$ cat src/rtl/ll_seizure_detector_pkg.sv
// Shared definitions for the line-length detection datapath: stage widths and
// detector state encodings.
package ll_seizure_detector_pkg;

  localparam int DATA_WIDTH   = 16;
  localparam int MID_WIDTH    = 17;
  localparam int OUTPUT_WIDTH = 25;

  typedef enum logic [1:0] {
    ST_IDLE      = 2'd0,
    ST_ARMING    = 2'd1,
    ST_SEIZURE   = 2'd2,
    ST_RELEASING = 2'd3
  } det_state_e;

  function automatic int max_int(input int a, input int b);
    return (a > b) ? a : b;
  endfunction

endpackage

$ cat src/rtl/ll_seizure_detector_if.sv
// Feature/threshold input bus and detector status outputs between ll_module
// side (master) and ll_seizure_detector (slave).
interface ll_seizure_detector_if #(
  parameter int FEAT_WIDTH = 25
);
  logic                         en;
  logic signed [FEAT_WIDTH-1:0] din;
  logic                         din_valid;
  logic        [FEAT_WIDTH-1:0] thr_on;
  logic        [FEAT_WIDTH-1:0] thr_off;
  logic                         seizure;
  logic                         onset_pulse;
  logic                         offset_pulse;
  logic                         dout_valid;

  modport master (
    output en, din, din_valid, thr_on, thr_off,
    input  seizure, onset_pulse, offset_pulse, dout_valid
  );

  modport slave (
    input  en, din, din_valid, thr_on, thr_off,
    output seizure, onset_pulse, offset_pulse, dout_valid
  );
endinterface

$ cat src/rtl/ll_seizure_detector_run_counter.sv
// ll_run_counter: saturating persistence counter with clear / load-one /
// increment controls and a flag that the next increment reaches i_term.
module ll_run_counter #(
  parameter int WIDTH   = 8,
  parameter int MAX_VAL = 8
) (
  input  logic             i_clk,
  input  logic             i_rst,
  input  logic             i_clr,
  input  logic             i_load1,
  input  logic             i_inc,
  input  logic [WIDTH-1:0] i_term,
  output logic             o_next_term
);

  localparam logic [WIDTH-1:0] MAX_C = WIDTH'(MAX_VAL);
  localparam logic [WIDTH-1:0] ONE_C = WIDTH'(1);

  logic [WIDTH-1:0] r_cnt;
  logic [WIDTH-1:0] w_cnt_p1;

  assign w_cnt_p1    = r_cnt + ONE_C;
  assign o_next_term = (w_cnt_p1 == i_term);

  // Count register; increments stop at MAX_VAL instead of wrapping.
  always_ff @(posedge i_clk) begin
    if (!i_rst) begin
      r_cnt <= '0;
    end else if (i_clr) begin
      r_cnt <= '0;
    end else if (i_load1) begin
      r_cnt <= ONE_C;
    end else if (i_inc && (r_cnt < MAX_C)) begin
      r_cnt <= w_cnt_p1;
    end else begin
      r_cnt <= r_cnt;
    end
  end

endmodule

$ cat src/rtl/ll_seizure_detector.sv
// Hysteresis/persistence seizure detector on the line-length feature stream.
// Optional LL_DETECT_EVENT_CNT_EN adds a saturating onset event counter output.
module ll_seizure_detector
  import ll_seizure_detector_pkg::*;
#(
  parameter int FEAT_WIDTH = OUTPUT_WIDTH,
  parameter int ON_COUNT   = 4,
  parameter int OFF_COUNT  = 8,
  parameter int CNT_WIDTH  = 8
) (
  input  logic                  i_clk,
  input  logic                  i_rst,
  ll_seizure_detector_if.slave  bus
`ifdef LL_DETECT_EVENT_CNT_EN
  ,
  output logic [15:0]           o_event_cnt
`endif
);

  localparam int CNT_MAX = max_int(ON_COUNT, OFF_COUNT);

  det_state_e            r_state;
  det_state_e            w_next_state;
  logic                  r_seizure;
  logic                  r_onset;
  logic                  r_offset;
  logic                  r_dout_valid;

  logic                  w_consume;
  logic [FEAT_WIDTH-1:0] w_feat;
  logic                  w_ge_on;
  logic                  w_lt_off;
  logic                  w_onset;
  logic                  w_offset;
  logic                  w_clr;
  logic                  w_load1;
  logic                  w_inc;
  logic                  w_next_term;
  logic [CNT_WIDTH-1:0]  w_term;

  assign w_consume = bus.en && bus.din_valid;
  // Negative features carry no energy; clamp to zero before unsigned compare.
  assign w_feat    = bus.din[FEAT_WIDTH-1] ? '0 : $unsigned(bus.din);
  assign w_ge_on   = (w_feat >= bus.thr_on);
  assign w_lt_off  = (w_feat <  bus.thr_off);
  assign w_term    = (r_state == ST_ARMING) ? CNT_WIDTH'(ON_COUNT) : CNT_WIDTH'(OFF_COUNT);

  ll_run_counter #(
    .WIDTH   (CNT_WIDTH),
    .MAX_VAL (CNT_MAX)
  ) u_run_counter (
    .i_clk       (i_clk),
    .i_rst       (i_rst),
    .i_clr       (w_clr),
    .i_load1     (w_load1),
    .i_inc       (w_inc),
    .i_term      (w_term),
    .o_next_term (w_next_term)
  );

  // Next-state, counter controls and pulse decode for the consumed sample.
  always_comb begin
    w_next_state = r_state;
    w_clr        = 1'b0;
    w_load1      = 1'b0;
    w_inc        = 1'b0;
    w_onset      = 1'b0;
    w_offset     = 1'b0;
    if (w_consume) begin
      case (r_state)
        ST_IDLE: begin
          if (w_ge_on) begin
            w_load1 = 1'b1;
            if (ON_COUNT == 1) begin
              w_next_state = ST_SEIZURE;
              w_onset      = 1'b1;
            end else begin
              w_next_state = ST_ARMING;
            end
          end else begin
            w_clr = 1'b1;
          end
        end
        ST_ARMING: begin
          if (w_ge_on) begin
            if (w_next_term) begin
              w_next_state = ST_SEIZURE;
              w_onset      = 1'b1;
              w_clr        = 1'b1;
            end else begin
              w_inc = 1'b1;
            end
          end else begin
            w_next_state = ST_IDLE;
            w_clr        = 1'b1;
          end
        end
        ST_SEIZURE: begin
          if (w_lt_off) begin
            w_load1 = 1'b1;
            if (OFF_COUNT == 1) begin
              w_next_state = ST_IDLE;
              w_offset     = 1'b1;
            end else begin
              w_next_state = ST_RELEASING;
            end
          end else begin
            w_next_state = ST_SEIZURE;
          end
        end
        ST_RELEASING: begin
          if (w_lt_off) begin
            if (w_next_term) begin
              w_next_state = ST_IDLE;
              w_offset     = 1'b1;
              w_clr        = 1'b1;
            end else begin
              w_inc = 1'b1;
            end
          end else begin
            w_next_state = ST_SEIZURE;
            w_clr        = 1'b1;
          end
        end
        default: begin
          w_next_state = ST_IDLE;
          w_clr        = 1'b1;
        end
      endcase
    end else begin
      w_next_state = r_state;
    end
  end

  // State and registered outputs; reset aborts any seizure without a pulse.
  always_ff @(posedge i_clk) begin
    if (!i_rst) begin
      r_state      <= ST_IDLE;
      r_seizure    <= 1'b0;
      r_onset      <= 1'b0;
      r_offset     <= 1'b0;
      r_dout_valid <= 1'b0;
    end else begin
      r_state      <= w_next_state;
      r_seizure    <= (w_next_state == ST_SEIZURE) || (w_next_state == ST_RELEASING);
      r_onset      <= w_onset;
      r_offset     <= w_offset;
      r_dout_valid <= w_consume;
    end
  end

  assign bus.seizure      = r_seizure;
  assign bus.onset_pulse  = r_onset;
  assign bus.offset_pulse = r_offset;
  assign bus.dout_valid   = r_dout_valid;

`ifdef LL_DETECT_EVENT_CNT_EN
  logic [15:0] r_event_cnt;

  // Onset event count, saturating at all-ones.
  always_ff @(posedge i_clk) begin
    if (!i_rst) begin
      r_event_cnt <= 16'h0000;
    end else if (w_onset && (r_event_cnt != 16'hFFFF)) begin
      r_event_cnt <= r_event_cnt + 16'h0001;
    end else begin
      r_event_cnt <= r_event_cnt;
    end
  end

  assign o_event_cnt = r_event_cnt;
`endif

endmodule
$ cat src/flat_wrapper.sv
// flat-port wrapper written by rule: the top's interface ports become plain ports
module ll_seizure_detector_flat import ll_seizure_detector_pkg::*;
#(
  parameter int FEAT_WIDTH = OUTPUT_WIDTH,
  parameter int ON_COUNT   = 4,
  parameter int OFF_COUNT  = 8,
  parameter int CNT_WIDTH  = 8
)
  (i_clk, i_rst, bus_en, bus_din, bus_din_valid, bus_thr_on, bus_thr_off, bus_seizure, bus_onset_pulse, bus_offset_pulse, bus_dout_valid);
  ll_seizure_detector_if #(.FEAT_WIDTH(FEAT_WIDTH)) bus_i ();
  input  logic i_clk;
  input  logic i_rst;
  input wire logic [$bits(bus_i.en)-1:0] bus_en;
  input wire logic [$bits(bus_i.din)-1:0] bus_din;
  input wire logic [$bits(bus_i.din_valid)-1:0] bus_din_valid;
  input wire logic [$bits(bus_i.thr_on)-1:0] bus_thr_on;
  input wire logic [$bits(bus_i.thr_off)-1:0] bus_thr_off;
  output wire logic [$bits(bus_i.seizure)-1:0] bus_seizure;
  output wire logic [$bits(bus_i.onset_pulse)-1:0] bus_onset_pulse;
  output wire logic [$bits(bus_i.offset_pulse)-1:0] bus_offset_pulse;
  output wire logic [$bits(bus_i.dout_valid)-1:0] bus_dout_valid;
  assign bus_i.en = bus_en;
  assign bus_i.din = bus_din;
  assign bus_i.din_valid = bus_din_valid;
  assign bus_i.thr_on = bus_thr_on;
  assign bus_i.thr_off = bus_thr_off;
  assign bus_seizure = bus_i.seizure;
  assign bus_onset_pulse = bus_i.onset_pulse;
  assign bus_offset_pulse = bus_i.offset_pulse;
  assign bus_dout_valid = bus_i.dout_valid;
  ll_seizure_detector #(.FEAT_WIDTH(FEAT_WIDTH), .ON_COUNT(ON_COUNT), .OFF_COUNT(OFF_COUNT), .CNT_WIDTH(CNT_WIDTH)) u_core (.i_clk(i_clk), .i_rst(i_rst), .bus(bus_i));
endmodule
$ cat config.mk
export PLATFORM = sky130hd
export DESIGN_NAME = ll_seizure_detector_flat
export DESIGN_NICKNAME = d
export VERILOG_FILES = /design/src/rtl/ll_seizure_detector_pkg.sv /design/src/rtl/ll_seizure_detector_if.sv /design/src/rtl/ll_seizure_detector_run_counter.sv /design/src/rtl/ll_seizure_detector.sv /design/src/flat_wrapper.sv
export SDC_FILE = /design/constraint.sdc
export NUM_CORES = 1
export LEC_CHECK = 0
export CORE_ASPECT_RATIO = 0.6
export CORE_MARGIN = 4
export CORE_UTILIZATION = 30
export CTS_CLUSTER_SIZE = 25
export DETAILED_ROUTE_END_ITERATION = 10
export GPL_TIMING_DRIVEN = 0
export PLACE_DENSITY = 0.57
export RECOVER_POWER = 25
export SYNTH_ARGS = -nofsm -noshare
export SYNTH_HDL_FRONTEND = slang
export SYNTH_SLANG_ARGS = --single-unit
export TNS_END_PERCENT = 1
$ cat constraint.sdc
create_clock -name i_clk -period 8.47 [get_ports i_clk]
set_input_delay 1.2705 -clock i_clk [delete_from_list [all_inputs] [get_ports i_clk]]
set_output_delay 1.2705 -clock i_clk [all_outputs]
set_load 0.01 [all_outputs]
=== Word-level counts from Yosys, hierarchy flattened ===
Cells that the tools add are included.

* Register bits after elaboration: 14
* Output and inout port bits: 4
* Logic and storage cells: 54

* $add $sub $neg: 1
* $lt $le $gt $ge: 3
* Equal/unequal tests: 6
* Mux-type cells: 27
* Bitwise logic cells: 1
* Reductions and logical operators: 9

{| class="wikitable"
|+ Operators by type and width
! cell !! count
|-
| $ge A25 B25 Y1 || 1
|-
| $lt A25 B25 Y1 || 1
|-
| $mux W24 || 1
|-
| $mux W1 || 15
|-
| $mux W2 || 6
|-
| $add A8 B1 Y8 const B || 1
|-
| $eq A2 B2 Y1 const B || 4
|-
| $eq A8 B4 Y1 || 1
|-
| $lt A8 B4 Y1 const B || 1
|-
| $pmux W2 S4 || 1
|-
| $reduce_and A4 Y1 || 2
|-
| $mux W4 || 1
|-
| $pmux W1 S2 || 2
|-
| $pmux W1 S3 || 1
|-
| $reduce_or A3 Y1 || 1
|-
| $eq A2 B1 Y1 const B || 1
|-
| $logic_and A1 B1 Y1 || 2
|-
| $logic_not A2 Y1 || 1
|-
| $reduce_bool A2 Y1 || 1
|-
| $reduce_or A2 Y1 || 1
|-
| $logic_or A1 B1 Y1 || 1
|-
| $not A1 Y1 || 1
|}

=== Logic depth before layout (Yosys ltp) ===
* Depth after elaboration: 10
* Depth in mapped cells: 11
* Gate-level depth less buffers: 10

=== Modules after synthesis ===
A second synthesis with hierarchy kept.

* Cell total of the unflattened synthesis: 279
* Area total of the unflattened synthesis: 2124.5 sq um

{| class="wikitable"
|+ Modules (own cells, without submodules)
! module !! times used !! cells an instance !! area each (sq um)
|-
| ll_seizure_detector || 1 || 219 || 1589.0
|-
| ll_run_counter || 1 || 60 || 535.5
|}

=== Worst setup path after synthesis ===
OpenSTA, ideal clock, no wires.

* Kind: in2reg
* Start: in bus_din[24]
* End: reg u_core.u_run_counter.r_cnt[0]
* Setup time: 0.074 ns
* Arrival: 3.485 ns
* Required time: 8.396 ns
* Slack: 4.911 ns
* Stages on the path: 11
* Buffers on the path: 1
* Path through: clkbuf_1 -> nor2b_1 -> ha_1 -> nand2b_1 -> a211o_1 -> a21oi_4 -> o211ai_2 -> a21oi_2 -> mux2i_4 -> or4_1 -> a31oi_1

* Cells in the longest elaborated chain, start to end: 7
* Elaborated cells between the ends (all ways): 20
* Classes of those cells: 2 x order compare; 15 x mux; 3 x reduce/logical

{| class="wikitable"
|+ RTL lines
! item !! RTL line !! RTL
|-
| start: declaration || flat_wrapper.sv:14 || <nowiki>input wire logic [$bits(bus_i.din)-1:0] bus_din;</nowiki>
|-
| $mux W24 (*) || ll_seizure_detector.sv:43 || <nowiki>assign w_feat = bus.din[FEAT_WIDTH-1] ? '0 : $unsigned(bus.din);</nowiki>
|-
| $lt A25 B25 Y1 / $ge A25 B25 Y1 (equally long branches) || ll_seizure_detector.sv:45, ll_seizure_detector.sv:44 ||
|-
| $mux W1 (on tied branches) || ll_seizure_detector.sv:112, ll_seizure_detector.sv:85 ||
|-
| $pmux W1 S2 || ll_seizure_detector.sv:70 || <nowiki>case (r_state)</nowiki>
|-
| $mux W1 || ll_seizure_detector.sv:69 || <nowiki>if (w_consume) begin</nowiki>
|-
| $logic_and A1 B1 Y1 || ll_seizure_detector_run_counter.sv:33 || <nowiki>end else if (i_inc && (r_cnt < MAX_C)) begin</nowiki>
|-
| $reduce_bool A2 Y1 (no source line) || - ||
|-
| end signal: assignment || ll_seizure_detector_run_counter.sv:34 || <nowiki>r_cnt <= w_cnt_p1;</nowiki>
|-
| end signal: assignment || ll_seizure_detector_run_counter.sv:36 || <nowiki>r_cnt <= r_cnt;</nowiki>
|-
| end: declaration || ll_seizure_detector_run_counter.sv:19 || <nowiki>logic [WIDTH-1:0] r_cnt;</nowiki>
|}

Mark *: on every way between the ends. The rest lies on a longest branch, timed or not.
A chain may end at the register's enable or synchronous reset.

=== Worst setup path after layout ===
* Start: in bus_din[24]
* End: reg u_core.u_run_counter.r_cnt[2]

* Cells in the longest elaborated chain, start to end: 6
* Elaborated cells between the ends (all ways): 18
* Classes of those cells: 2 x order compare; 14 x mux; 2 x reduce/logical

{| class="wikitable"
|+ RTL lines
! item !! RTL line
|-
| $mux W24 (*) || ll_seizure_detector.sv:43
|-
| $lt A25 B25 Y1 / $ge A25 B25 Y1 (equally long branches) || ll_seizure_detector.sv:45, ll_seizure_detector.sv:44
|-
| $mux W1 (on tied branches) || -
|-
| $pmux W1 S3 / $pmux W1 S2 (equally long branches) || ll_seizure_detector.sv:70
|-
| $mux W1 || ll_seizure_detector.sv:69
|-
| $reduce_or A3 Y1 (no source line) / $logic_and A1 B1 Y1 (equally long branches) || -
|}

Marks and branches as above.

==> results.txt <==
----------------------------------------------------
[Status]
  Status ... complete, no violations

[Clocking]
  Count of hold-fix buffers inserted at cts ... 0
  Setup bufs post-CTS ... 0
  Number of levels in the clock H-tree ... 1
  Clk sink count ... 14
  Clock-pin slew on the worst setup and hold paths ... 0.05 ns
  CTS tree ... yes
  CTS Buf Count ... 3
  CTS-repair resized insts ... 0
  Clock root buffer ... clkbuf_16
  Buffer depth of the longest clock path ... 2
  Clock insertion delay at the later pin of the skew report ... 0.25 ns

[Synth]
  Synth unique cells ... 50
  Number of warnings printed during yosys synthesis ... 0
  Synthesized area ... 2080 sq um
  Register bit count reported by yosys ... 14
  Yosys top cell area share ... 26.5%
  XOR/XNOR share of the synthesized area ... 1.69%
  Fraction of synthesis flops using an asynchronous set or reset pin ... 0%
  Simple logic cell fraction of the synthesized area ... 25.8%
  Combinational family with the most area after synthesis ... adder cells
  Portion of the post-synthesis area used by sequential elements ... 13.5%
  Mux share of post-synthesis cell area ... 1.08%
  Largest area contributor in the synthesized netlist ... ha_1
  Top cells by area in the synthesized netlist ... ha_1, dfxtp_1, inv_1, nor2b_1, a21oi_1
  Post-synthesis instance total ... 275
  Synthesized net count ... 398
  Fraction of the mapped netlist area in adder cells ... 26.5%
  Dominant synthesized flop cell ... dfxtp_1
  Post-synth EDFFs ... 0
  Compound-cell area share of the yosys netlist ... 22.0%
  Synthesized area per cell ... 7.55 sq um

[Global routing]
  Wire length of the first global-routing pass ... 9.83 mm
  Met3 global-route usage ... 4.83%
  All-Layer GR Usage ... 14.5%
  Congestion Overflow GR ... 0
  Peak-usage layer in the global routing report ... met1
  Met2 track utilization from global routing ... 20.8%
  GRT met1 Usage ... 21.1%
  Largest net degree at the start of global routing ... 11
  Number of antenna violations at the first check in global routing ... 0
  Number of global-route vias before repair ... 2180

[Die]
  Core box area ... 6710 sq um
  Area of the die ... 8360 sq um
  Initial cell density of the core ... 31.0%
  Die H ... 72.5 microns
  Core Rows ... 23
  Number of placed I/O pins ... 83
  Die X ... 115 microns

[Routing]
  Number of iterations in the first detailed-routing pass ... 4
  Number of vias in the routed layout ... 2133
  Average vias per placed instance ... 4.77
  Routed Wire Length ... 5.88 mm
  Number of DRC violations after detailed-routing iteration 0 ... 89
  Number of remaining DRC errors ... 0
  Routed wire per std cell ... 13.1 microns
  Remaining antenna violation count after routing ... 0

[Timing]
  Worst Max-Slew Pin Slew ... 0.524 ns
  Share of the cycle needed by the critical path after routing ... 52.9%
  Post-layout minimum cycle time ... 4.48 ns
  Count of final max-slew check failures ... 0
  Worst Clk Skew ... 0.00827 ns
  Achievable frequency ... 0.223 GHz
  Unrepaired setup endpoints after global routing ... false
  Headroom to the max-slew limit ... 64.9%
  Final Hold Viols ... 0
  Sum Neg Setup Slack ... 0 ns
  # setup viols final ... 0

[Critical path]
  Endpoint required time on the critical path ... 8.65 ns
  Critical Path End Type ... register
  Data arrival time of the critical path ... 4.66 ns
  Kind of launch point of the worst setup path ... input port
  Critical path start-end classification ... in2reg
  Crit-path max FO ... 10

[Placed design]
  Total instance count after detailed placement ... 443
  Number of port buffers ... 81
  HPWL Detailed ... 5.18 mm
  GPL Wtd Cong ... 0.883

[Finish]
  Syn-to-layout area delta ... 48.6%
  Fin nets ... 484
  Fraction of final layout cells sized beyond drive strength 1 ... 3.33%
  # diodes ... 0
  Number of cells in the finished layout apart from fillers ... 447
  Number of inserted filler cells in the final layout ... 711

[Power and ir drop]
  Clk pwr share ... 37.2%
  PwrDens ... 86.8 nW/um^2
  Internal Pwr Total ... 196 uW
  Sequential fraction of design power ... 25.0%
  Net switching power of the design ... 71.4 uW
  LEAKAGE ... 1.44 nW
  Worst vdd rail ir drop ... 0.0797 mV
  Switch share ... 26.6%
  Logic pwr share ... 37.7%

[Hold path]
  Worst min path class ... reg2reg

[Job]
  Total of max-cap violations ... 0

----------------------------------------------------
cells by family (layout without fill, tap and decap cells):
logic type / Yosys count / count (layout)
and+or+nand+nor: 94 / 94
AOI/OAI and AO/OA: 66 / 66
buffers and inverters: 52 / 137
adders and majority gates: 44 / 44
DFF: 14 / 14
xor gates and xnor gates: 4 / 4
muxes: 1 / 1
critical path, cell delays in order:
cell and delay (ns):
clkdlybuf4s50_1 0.61, clkbuf_1 0.42, nor2b_1 0.16, ha_1 0.30, nand2_1 0.06, nor2_1 0.22, nand4_1 0.13, nor4_1 0.29
a211o_1 0.28, mux2i_4 0.15, o31ai_2 0.53, a21boi_1 0.21
cells in the mapped netlist (2+ instances only):
cell type	instances
nand2b_1	6
o221ai_1	3
nand2_1	13
nor3_1	2
dfxtp_1	14
a21oi_1	18
nor2b_1	23
and2_1	5
clkbuf_1	5
xor2_1	2
a21o_1	3
nand4_1	10
and3_1	4
a31oi_1	2
a211oi_1	5
o21a_1	6
ha_1	44
xnor2_1	2
nand4b_1	3
a211o_1	2
nand3_1	2
nor4_1	4
inv_1	47
nor2_1	13
o21ai_0	12
layer usage:
metal  vias to the layer above  wire length [microns]
met5                         -                      0
li1                       1144                      -
met4                         0                     39
met1                       913                   3000
met3                         4                    663
met2                        72                   2170
sequential cells by signal (all words and copies together) (netlist names):
name / flops
u_core.u_run_counter.r_cnt: 8
u_core.bus.seizure: 1
u_core.bus.onset_pulse: 1
u_core.bus.dout_valid: 1
u_core.r_state: 2
u_core.bus.offset_pulse: 1
placed cells by master (no fill, tap or decap), types with 2 or more instances in the layout:
cell / n
a211o_1: 2
a211oi_1: 5
a21o_1: 3
a21oi_1: 18
a31oi_1: 2
and2_1: 5
and3_1: 4
clkbuf_1: 5
clkbuf_16: 3
clkdlybuf4s50_1: 77
dfxtp_1: 14
dlygate4sd3_1: 4
ha_1: 44
inv_1: 47
nand2_1: 13
nand2b_1: 6
nand3_1: 2
nand4_1: 10
nand4b_1: 3
nor2_1: 13
nor2b_1: 23
nor3_1: 2
nor4_1: 4
o21a_1: 6
o21ai_0: 12
o221ai_1: 3
xnor2_1: 2
xor2_1: 2
power by group through the flow:
stage | Sequential [mW] | Combinational [mW] | Clock, mW
final | 0.0671 | 0.101 | 0.0997
after floorplan | 0.0684 | 0.0516 | 0
after global placement | 0.0683 | 0.100 | 0
after CTS | 0.0671 | 0.102 | 0.101
after global routing | 0.0671 | 0.115 | 0.105
after detailed placement | 0.0684 | 0.101 | 0
final cells by class:
class                      instances  area (sq um)  area share, %
sequential                        14           280           9.08
tap                               87           109           3.53
clock buffer                       4          88.8           2.88
timing repair buffer              81           811           26.3
multi-input combinational        209          1600           51.9
buffer                             5          18.8          0.608
inverter                          47           176           5.72
path summary, 6_finish.rpt:
| path | start | end | slack (ns) | cells after the start |
|---|---|---|---|---|
| worst min-delay path | u_core.u_run_counter.r_cnt[5] | u_core.u_run_counter.r_cnt[5] | 0.50 | 1 |
| worst max-delay path | bus_din[24] | u_core.u_run_counter.r_cnt[2] | 3.99 | 12 |
| worst max register to register | u_core.u_run_counter.r_cnt[2] | u_core.bus.seizure | 6.17 | 8 |
| worst min register to register | u_core.u_run_counter.r_cnt[5] | u_core.u_run_counter.r_cnt[5] | 0.50 | 1 |
through the flow:
stage / hold slack, ns / instance area [sq um] / setup slack (ns) / util [%] / total power, mW
CTS: 0.498 / 3090 / 3.94 / 46.0 / 0.271
floorplan: 0.453 / 2080 / 4.91 / - / 0.120
global placement: 0.486 / 3000 / 3.71 / 44.7 / 0.169
global route: 0.516 / 3090 / 3.72 / 46.0 / 0.286
detailed placement: 0.485 / 3000 / 3.69 / 44.7 / 0.170
finish: 0.497 / 3090 / 3.99 / 46.0 / 0.268
(Power assumes the default switching activity.)
